## config.mk

```make
export PLATFORM = sky130hd
export DESIGN_NAME = demod_boxcar_decimator
export DESIGN_NICKNAME = d
export VERILOG_FILES = /design/src/rtl/demod_boxcar_decimator.sv
export SDC_FILE = /design/constraint.sdc
export NUM_CORES = 1
export LEC_CHECK = 0
export ABC_AREA = 1
export ABC_CLOCK_PERIOD_IN_PS = 5790
export BUFFER_PORTS_ARGS = -buffer_cell sky130_fd_sc_hd__clkbuf_2
export CORE_MARGIN = 5
export CORE_UTILIZATION = 30
export CTS_CLUSTER_DIAMETER = 100
export DETAILED_ROUTE_END_ITERATION = 10
export PLACE_DENSITY = 0.46
export SLEW_MARGIN = 20
export SYNTH_ARGS = -nofsm -noshare
export SYNTH_HDL_FRONTEND = slang
export SYNTH_SLANG_ARGS = --single-unit
```

## constraint.sdc

```tcl
create_clock -name clk -period 5.79 [get_ports clk]
set_input_delay 0.579 -clock clk [delete_from_list [all_inputs] [get_ports clk]]
set_output_delay 0.579 -clock clk [all_outputs]
set_load 0.01 [all_outputs]
```

## src/rtl/demod_boxcar_decimator.sv

```systemverilog
// Integrate-and-dump averager: sums 2^active_log2n valid samples, emits one rounded mean per frame.
// Latency 1 cycle from last sample to out_valid; no backpressure on data, cfg held off via cfg_ready while pending.
module demod_boxcar_decimator #(
    parameter int IN_W           = 32,
    parameter int LOG2_N_MAX     = 10,
    parameter int DEFAULT_LOG2_N = 4
) (
    input  logic                               clk,
    input  logic                               rst,
    input  logic [IN_W-1:0]                    in_data,
    input  logic                               in_valid,
    input  logic                               clear,
    input  logic [$clog2(LOG2_N_MAX+1)-1:0]    cfg_log2_n,
    input  logic                               cfg_valid,
    output logic                               cfg_ready,
    output logic [IN_W-1:0]                    out_data,
    output logic                               out_valid,
    output logic [$clog2(LOG2_N_MAX+1)-1:0]    active_log2n
);

    localparam int LW    = $clog2(LOG2_N_MAX + 1);
    localparam int ACC_W = IN_W + LOG2_N_MAX;
    localparam int CNT_W = LOG2_N_MAX + 1;

    logic signed [ACC_W-1:0] acc_q, acc_d;
    logic [CNT_W-1:0]        count_q, count_d;
    logic [IN_W-1:0]         out_data_q, out_data_d;
    logic                    out_valid_q, out_valid_d;
    logic [LW-1:0]           active_q, active_d;
    logic                    pending_q, pending_d;
    logic [LW-1:0]           pend_val_q, pend_val_d;

    logic signed [ACC_W-1:0] sample_ext;
    logic signed [ACC_W-1:0] acc_sum;
    logic signed [ACC_W:0]   rnd_bias;
    logic signed [ACC_W:0]   rnd_sum;
    logic [CNT_W-1:0]        last_cnt;
    logic [LW-1:0]           cfg_clamped;
    logic                    frame_end;
    logic                    boundary;
    logic                    cfg_accept;

    always_comb begin
        sample_ext  = $signed({{LOG2_N_MAX{in_data[IN_W-1]}}, in_data});
        acc_sum     = acc_q + sample_ext;
        last_cnt    = (CNT_W'(1) << active_q) - CNT_W'(1);
        // Half-LSB bias before the arithmetic shift rounds ties toward +inf.
        rnd_bias    = (active_q == '0) ? '0 : ((ACC_W+1)'(1) << (active_q - LW'(1)));
        rnd_sum     = $signed({acc_sum[ACC_W-1], acc_sum}) + rnd_bias;
        cfg_clamped = (cfg_log2_n > LW'(LOG2_N_MAX)) ? LW'(LOG2_N_MAX) : cfg_log2_n;

        frame_end   = in_valid && !clear && (count_q == last_cnt);
        boundary    = clear || frame_end || ((count_q == '0) && !in_valid);
        cfg_accept  = cfg_valid && !pending_q;

        acc_d       = acc_q;
        count_d     = count_q;
        out_data_d  = out_data_q;
        out_valid_d = frame_end;
        active_d    = active_q;
        pending_d   = pending_q;
        pend_val_d  = pend_val_q;

        if (frame_end) begin
            out_data_d = IN_W'(rnd_sum >>> active_q);
        end

        if (clear || frame_end) begin
            acc_d   = '0;
            count_d = '0;
        end else if (in_valid) begin
            acc_d   = acc_sum;
            count_d = count_q + CNT_W'(1);
        end

        // A request landing on a boundary bypasses the pending slot entirely.
        if (boundary) begin
            if (cfg_accept) begin
                active_d = cfg_clamped;
            end else if (pending_q) begin
                active_d = pend_val_q;
            end
            pending_d = 1'b0;
        end else if (cfg_accept) begin
            pending_d  = 1'b1;
            pend_val_d = cfg_clamped;
        end
    end

    always_ff @(posedge clk or posedge rst) begin
        if (rst) begin
            acc_q       <= '0;
            count_q     <= '0;
            out_data_q  <= '0;
            out_valid_q <= 1'b0;
            active_q    <= LW'(DEFAULT_LOG2_N);
            pending_q   <= 1'b0;
            pend_val_q  <= '0;
        end else begin
            acc_q       <= acc_d;
            count_q     <= count_d;
            out_data_q  <= out_data_d;
            out_valid_q <= out_valid_d;
            active_q    <= active_d;
            pending_q   <= pending_d;
            pend_val_q  <= pend_val_d;
        end
    end

    assign cfg_ready    = !pending_q;
    assign out_data     = out_data_q;
    assign out_valid    = out_valid_q;
    assign active_log2n = active_q;

endmodule

```

# Word level (Yosys, flattened, before mapping)
# Cells that the tools add are included.
[word_totals]
reg_bits = 95
out_inout_bits = 38
word_cells = 44
[op_classes]
n_addsub = 5
magnitude_cmp = 1
n_eq_ne = 1
shift = 3
muxes = 10
bitwise = 1
reduce_logical = 16
[op_table]
columns = ["op", "count"]
rows = [
  ["$mux 42", 2],
  ["$add 42x43->43", 1],
  ["$mux 43", 1],
  ["$shl 1x4->43 const A", 1],
  ["$sshr 43x4->32", 1],
  ["$add 42x32->42", 1],
  ["$mux 11", 2],
  ["$mux 4", 3],
  ["$add 11x1->11 const B", 1],
  ["$eq 11x11->1", 1],
  ["$logic_not 11->1", 1],
  ["$shl 1x4->11 const A", 1],
  ["$sub 11x2->11 const B", 1],
  ["$reduce_bool 2->1", 3],
  ["$gt 4x4->1 const B", 1],
  ["$logic_and 1x1->1", 4],
  ["$logic_not 4->1", 1],
  ["$reduce_and 2->1", 2],
  ["$sub 4x1->4 const B", 1],
  ["$logic_not 1->1", 3],
  ["$logic_or 1x1->1", 2],
  ["$mux 1", 2],
  ["$not 1->1", 1],
]

# Depth between registers and ports, before layout
[logic_depth]
depth_word = 8
ltp_mapped = 32

# Worst setup path before layout
# Ideal clock, no wire load.
[synth_timing]
kind = "input to register"
start = "in in_data[0]"
end = "reg out_data_q[27], in the netlist out_data[27]"
t_arrival_ns = 3.737
required_time_ns = 5.673
path_slack_ns = 1.936
path_stages = 29
cell_sequence = "ha_1 inv_1 fa_1 inv_1 nand2_1 nand2_1 nand3_1 nand2_1 nand2_1 nand2_1 xor2_1 ha_1 nand2_1 nor2_1 nand4_1 o21ai_0 nand4_1 nand2_1 nand2_2 nor2_4 nand2_1 nand3_1 nand3_1 nand2_1 nand2_1 nand2_1 nor2_1 nor2_1 nor2_1"
[synth_via]
elab_chain_cells = 3
[synth_rtl]
columns = ["element", "line_no", "rtl"]
rows = [
  ["start, declared", "10", "input logic [IN_W-1:0] in_data,"],
  ["$add 42x32->42", "45", "acc_sum = acc_q + sample_ext;"],
  ["$add 42x43->43", "49", "rnd_sum = $signed({acc_sum[ACC_W-1], acc_sum}) + rnd_bias;"],
  ["$sshr 43x4->32", "65", "out_data_d = IN_W'(rnd_sum >>> active_q);"],
  ["end signal, assigned", "102", "out_data_q <= out_data_d;"],
  ["end, declared", "27", "logic [IN_W-1:0] out_data_q, out_data_d;"],
]
# Every way passes these cells.
# A chain may end at the register's enable or synchronous reset.

# Worst setup path in the final report
[layout_timing]
start = "reg acc_q[0]"
end = "reg out_data_q[28], in the netlist out_data[28]"
[layout_via]
elab_chain_cells = 3
[layout_rtl]
columns = ["element", "line_no", "rtl"]
rows = [
  ["start, declared", "25", "logic signed [ACC_W-1:0] acc_q, acc_d;"],
  ["start signal, assigned", "92", "acc_q <= '0;"],
  ["start signal, assigned", "100", "acc_q <= acc_d;"],
  ["$add 42x32->42", "45", ""],
  ["$add 42x43->43", "49", ""],
  ["$sshr 43x4->32", "65", ""],
]
# Every way passes these cells.

==> results.cfg <==
[detailed_routing]
wl_per_cell_um = 16.6
vias = 12100
first_pass_iters = 5
avgViaCountPerCell = 4.94
routed_wl_um = 40500
drc = 0
drt-initial-drc-count = 837
drt.antenna.violating_nets = 0

[synthesis]
ys.flop_type = dfrtp_1
synthArstFlopShare = 1.00
synth_nets = 2022
synth-edff-count = 0
syn_area_um2 = 11100
yosysWarnings = 0
synthDistinctLibCells = 46
synth_cells = 1919
ys_seq_area_frac = 0.215
synth.avg_cell_area_um2 = 5.76
synth-seq-cells = 95

[grt]
grt_pass1_vias = 11900
grt_use_total = 0.199
grt_overflow = 0
grt_max_degree = 61
antenna_found_initial = 0
grt_pass1_wl_um = 64900

[critical_path]
critical-path-top-delay-family = simple AND/OR/NAND/NOR gates
cpMaxStageDelayCell = fa_1
max_stage_delay_ps = 380
startpoint_type = flip-flop
critPathMaxFanout = 5
cp_data_arrival_time_ps = 4920
path_class = reg -> reg
crit_path_frequent_cell = nand2_1
regToRegSetupSlack_ps = 1200
crit_required_ps = 6120
critPathBufInv = 2
end_kind = flip-flop

[floorplan]
fp.dieH_um = 202
start_util = 0.303
io_pins = 79
rows = 70
die_x_um = 202
core_um2 = 36500
die_area_um2 = 40800

[clocking]
root_buffer = clkbuf_16
htreeDepth = 3
clockBufferDepth = 2
cts_resized = 0
clk_pin_slew_ps = 90
insertion_delay_ps = 390
cts_buffers = 9
postCtsSetupRepairBufs = 0
hold_buffers = 0
clock_sinks = 95
cts_tree = built

[sta]
fin_skew_ps = 12.5
min_period_ps = 4590
maxSlewViolCount = 0
tns_ps = 0
tightest_slew_ps = 833
final-hold-violation-count = 0
max_freq_ghz = 0.218
fin_crit_sh = 0.793
setup_slack_ps = 1200
rsz0062_at_grt = no
setup_violations = 0
maxSlewHeadroom = 0.444

[power_and_ir_drop]
switchingPower_mw = 1.98
clkPwrFrac = 0.178
switching_share = 0.536
comb_power_share = 0.615
ir_drop_mv = 0.165
pwr-share-seq = 0.208
p_int_mw = 1.72
power_density_nw_per_um2 = 304
leakagePower_nw = 6.68

[placement]
portBuffers = 78
gp_congestion = 0.906
post-place-ws_ps = 862
dpl.hpwl_um = 32900

[finish]
fillers = 4188
diodes = 0
area_growth_pct = 10.4
utilization = 0.334
nets = 2073
seq_area_um2 = 2380
drive_above_1_share = 0.0780
multi_input_area_um2 = 7470

[worst_hold_path]
hold_class = in -> async

[outcome]
outcome = completed

[job]
maxCapViolations = 0
[cell families (layout without fill, tap and decap cells)]
| logic type | after synthesis | count (layout) | share of synthesized area |
|---|---|---|---|
| other | 1 | 1 | 0.000339 |
| XOR/XNOR | 48 | 48 | 0.0380 |
| adder cells (fa/ha/maj) | 62 | 62 | 0.0716 |
| buffers and inverters | 312 | 368 | 0.109 |
| multiplexers | 1 | 1 | 0.000906 |
| flip-flops | 95 | 95 | 0.215 |
| AND/OR/NAND/NOR | 1213 | 1213 | 0.472 |
| AO/OA/AOI/OAI | 187 | 187 | 0.0928 |
[power by group through the flow]
| stage | Combinational (mW) | Sequential, mW | Clock (mW) |
|---|---|---|---|
| 6_report | 2.28 | 0.770 | 0.658 |
| 5_1_grt | 2.61 | 0.779 | 0.706 |
| 4_1_cts | 2.30 | 0.772 | 0.685 |
| 3_5_place_dp | 2.29 | 0.785 | 0 |
| 3_3_place_gp | 2.29 | 0.785 | 0 |
| 2_1_floorplan | 1.68 | 0.775 | 0 |
[synth_stat cells (2+ instances only)]
master | number | share of area
o21bai_1 | 6 | 0.0041
buf_2 | 14 | 0.0063
o211ai_1 | 12 | 0.0082
xor2_1 | 39 | 0.031
nand2_1 | 658 | 0.22
clkbuf_1 | 20 | 0.0068
dfrtp_1 | 94 | 0.21
nand3_1 | 297 | 0.13
nor4_1 | 3 | 0.0017
o21ai_1 | 5 | 0.0023
xnor2_1 | 9 | 0.0071
ha_1 | 60 | 0.068
o22ai_1 | 4 | 0.0023
buf_1 | 11 | 0.0037
nor3b_1 | 5 | 0.0034
a221oi_1 | 2 | 0.0016
a31oi_1 | 4 | 0.0023
o21ai_0 | 85 | 0.038
a21oi_1 | 59 | 0.027
nor2_1 | 168 | 0.057
nor2_4 | 7 | 0.0071
nor2_2 | 11 | 0.0062
buf_4 | 4 | 0.0027
clkinv_1 | 2 | 0.00068
and2_1 | 5 | 0.0028
inv_1 | 252 | 0.086
or2_2 | 7 | 0.0040
nand3b_1 | 5 | 0.0034
fa_1 | 2 | 0.0036
nor3_1 | 10 | 0.0045
a21o_1 | 2 | 0.0014
inv_2 | 9 | 0.0031
o31ai_1 | 3 | 0.0020
nand4_1 | 24 | 0.014
nand2_2 | 10 | 0.0057
[routing by layer]
metal | vias to the layer above | GRT usage | share of wire
li1 | 6266 | - | -
met1 | 5500 | 0.258 | 0.45
met2 | 259 | 0.343 | 0.48
met3 | 52 | 0.0281 | 0.044
met4 | 0 | 0.0635 | 0.025
met5 | - | 0 | 0
[per-stage QoR]
stage	power [mW]	hold WS, ps	area [um^2]	instances
after floorplan	2.45	480	11100	1919
after global placement	3.07	467	11900	2427
after detailed placement	3.07	470	11900	2427
after CTS	3.76	204	12200	2443
after global routing	4.09	241	12200	2443
final	3.71	194	12200	2443
[area by class of cell]
cell class | count | area share
Multi-Input combinational cell | 1512 | 0.612
Clock buffer | 9 | 0.0185
Timing Repair Buffer | 89 | 0.0388
Clock inverter | 7 | 0.00646
Sequential cell | 95 | 0.195
Tap cell | 468 | 0.0480
Inverter | 263 | 0.0811
[worst paths after layout]
check,cells past startpoint,start,endpoint
min in group clk,3,cfg_log2_n[3],pend_val_q[3]
hold reg to reg,2,out_data[12],out_data[12]
setup / recovery,28,acc_q[0],out_data[28]
hold / removal,2,rst,count_q[10]
setup reg to reg,28,acc_q[0],out_data[28]
max in group asynchronous,3,rst,acc_q[34]
[registers in the layout, indices dropped and copies added (netlist names)]
signal	cells
acc_q	42
out_data	32
count_q	11
active_log2n	4
pend_val_q	4
out_valid	1
pending_q	1
[layout by cell type (no fill, tap or decap), types with 24 or more instances in the layout]
master,n
inv_1,251
nand2_1,658
dfrtp_1,94
nand3_1,297
xor2_1,39
a21oi_1,59
nand4_1,24
clkbuf_2,78
nor2_1,168
ha_1,60
o21ai_0,85
(Power assumes the default switching activity.)
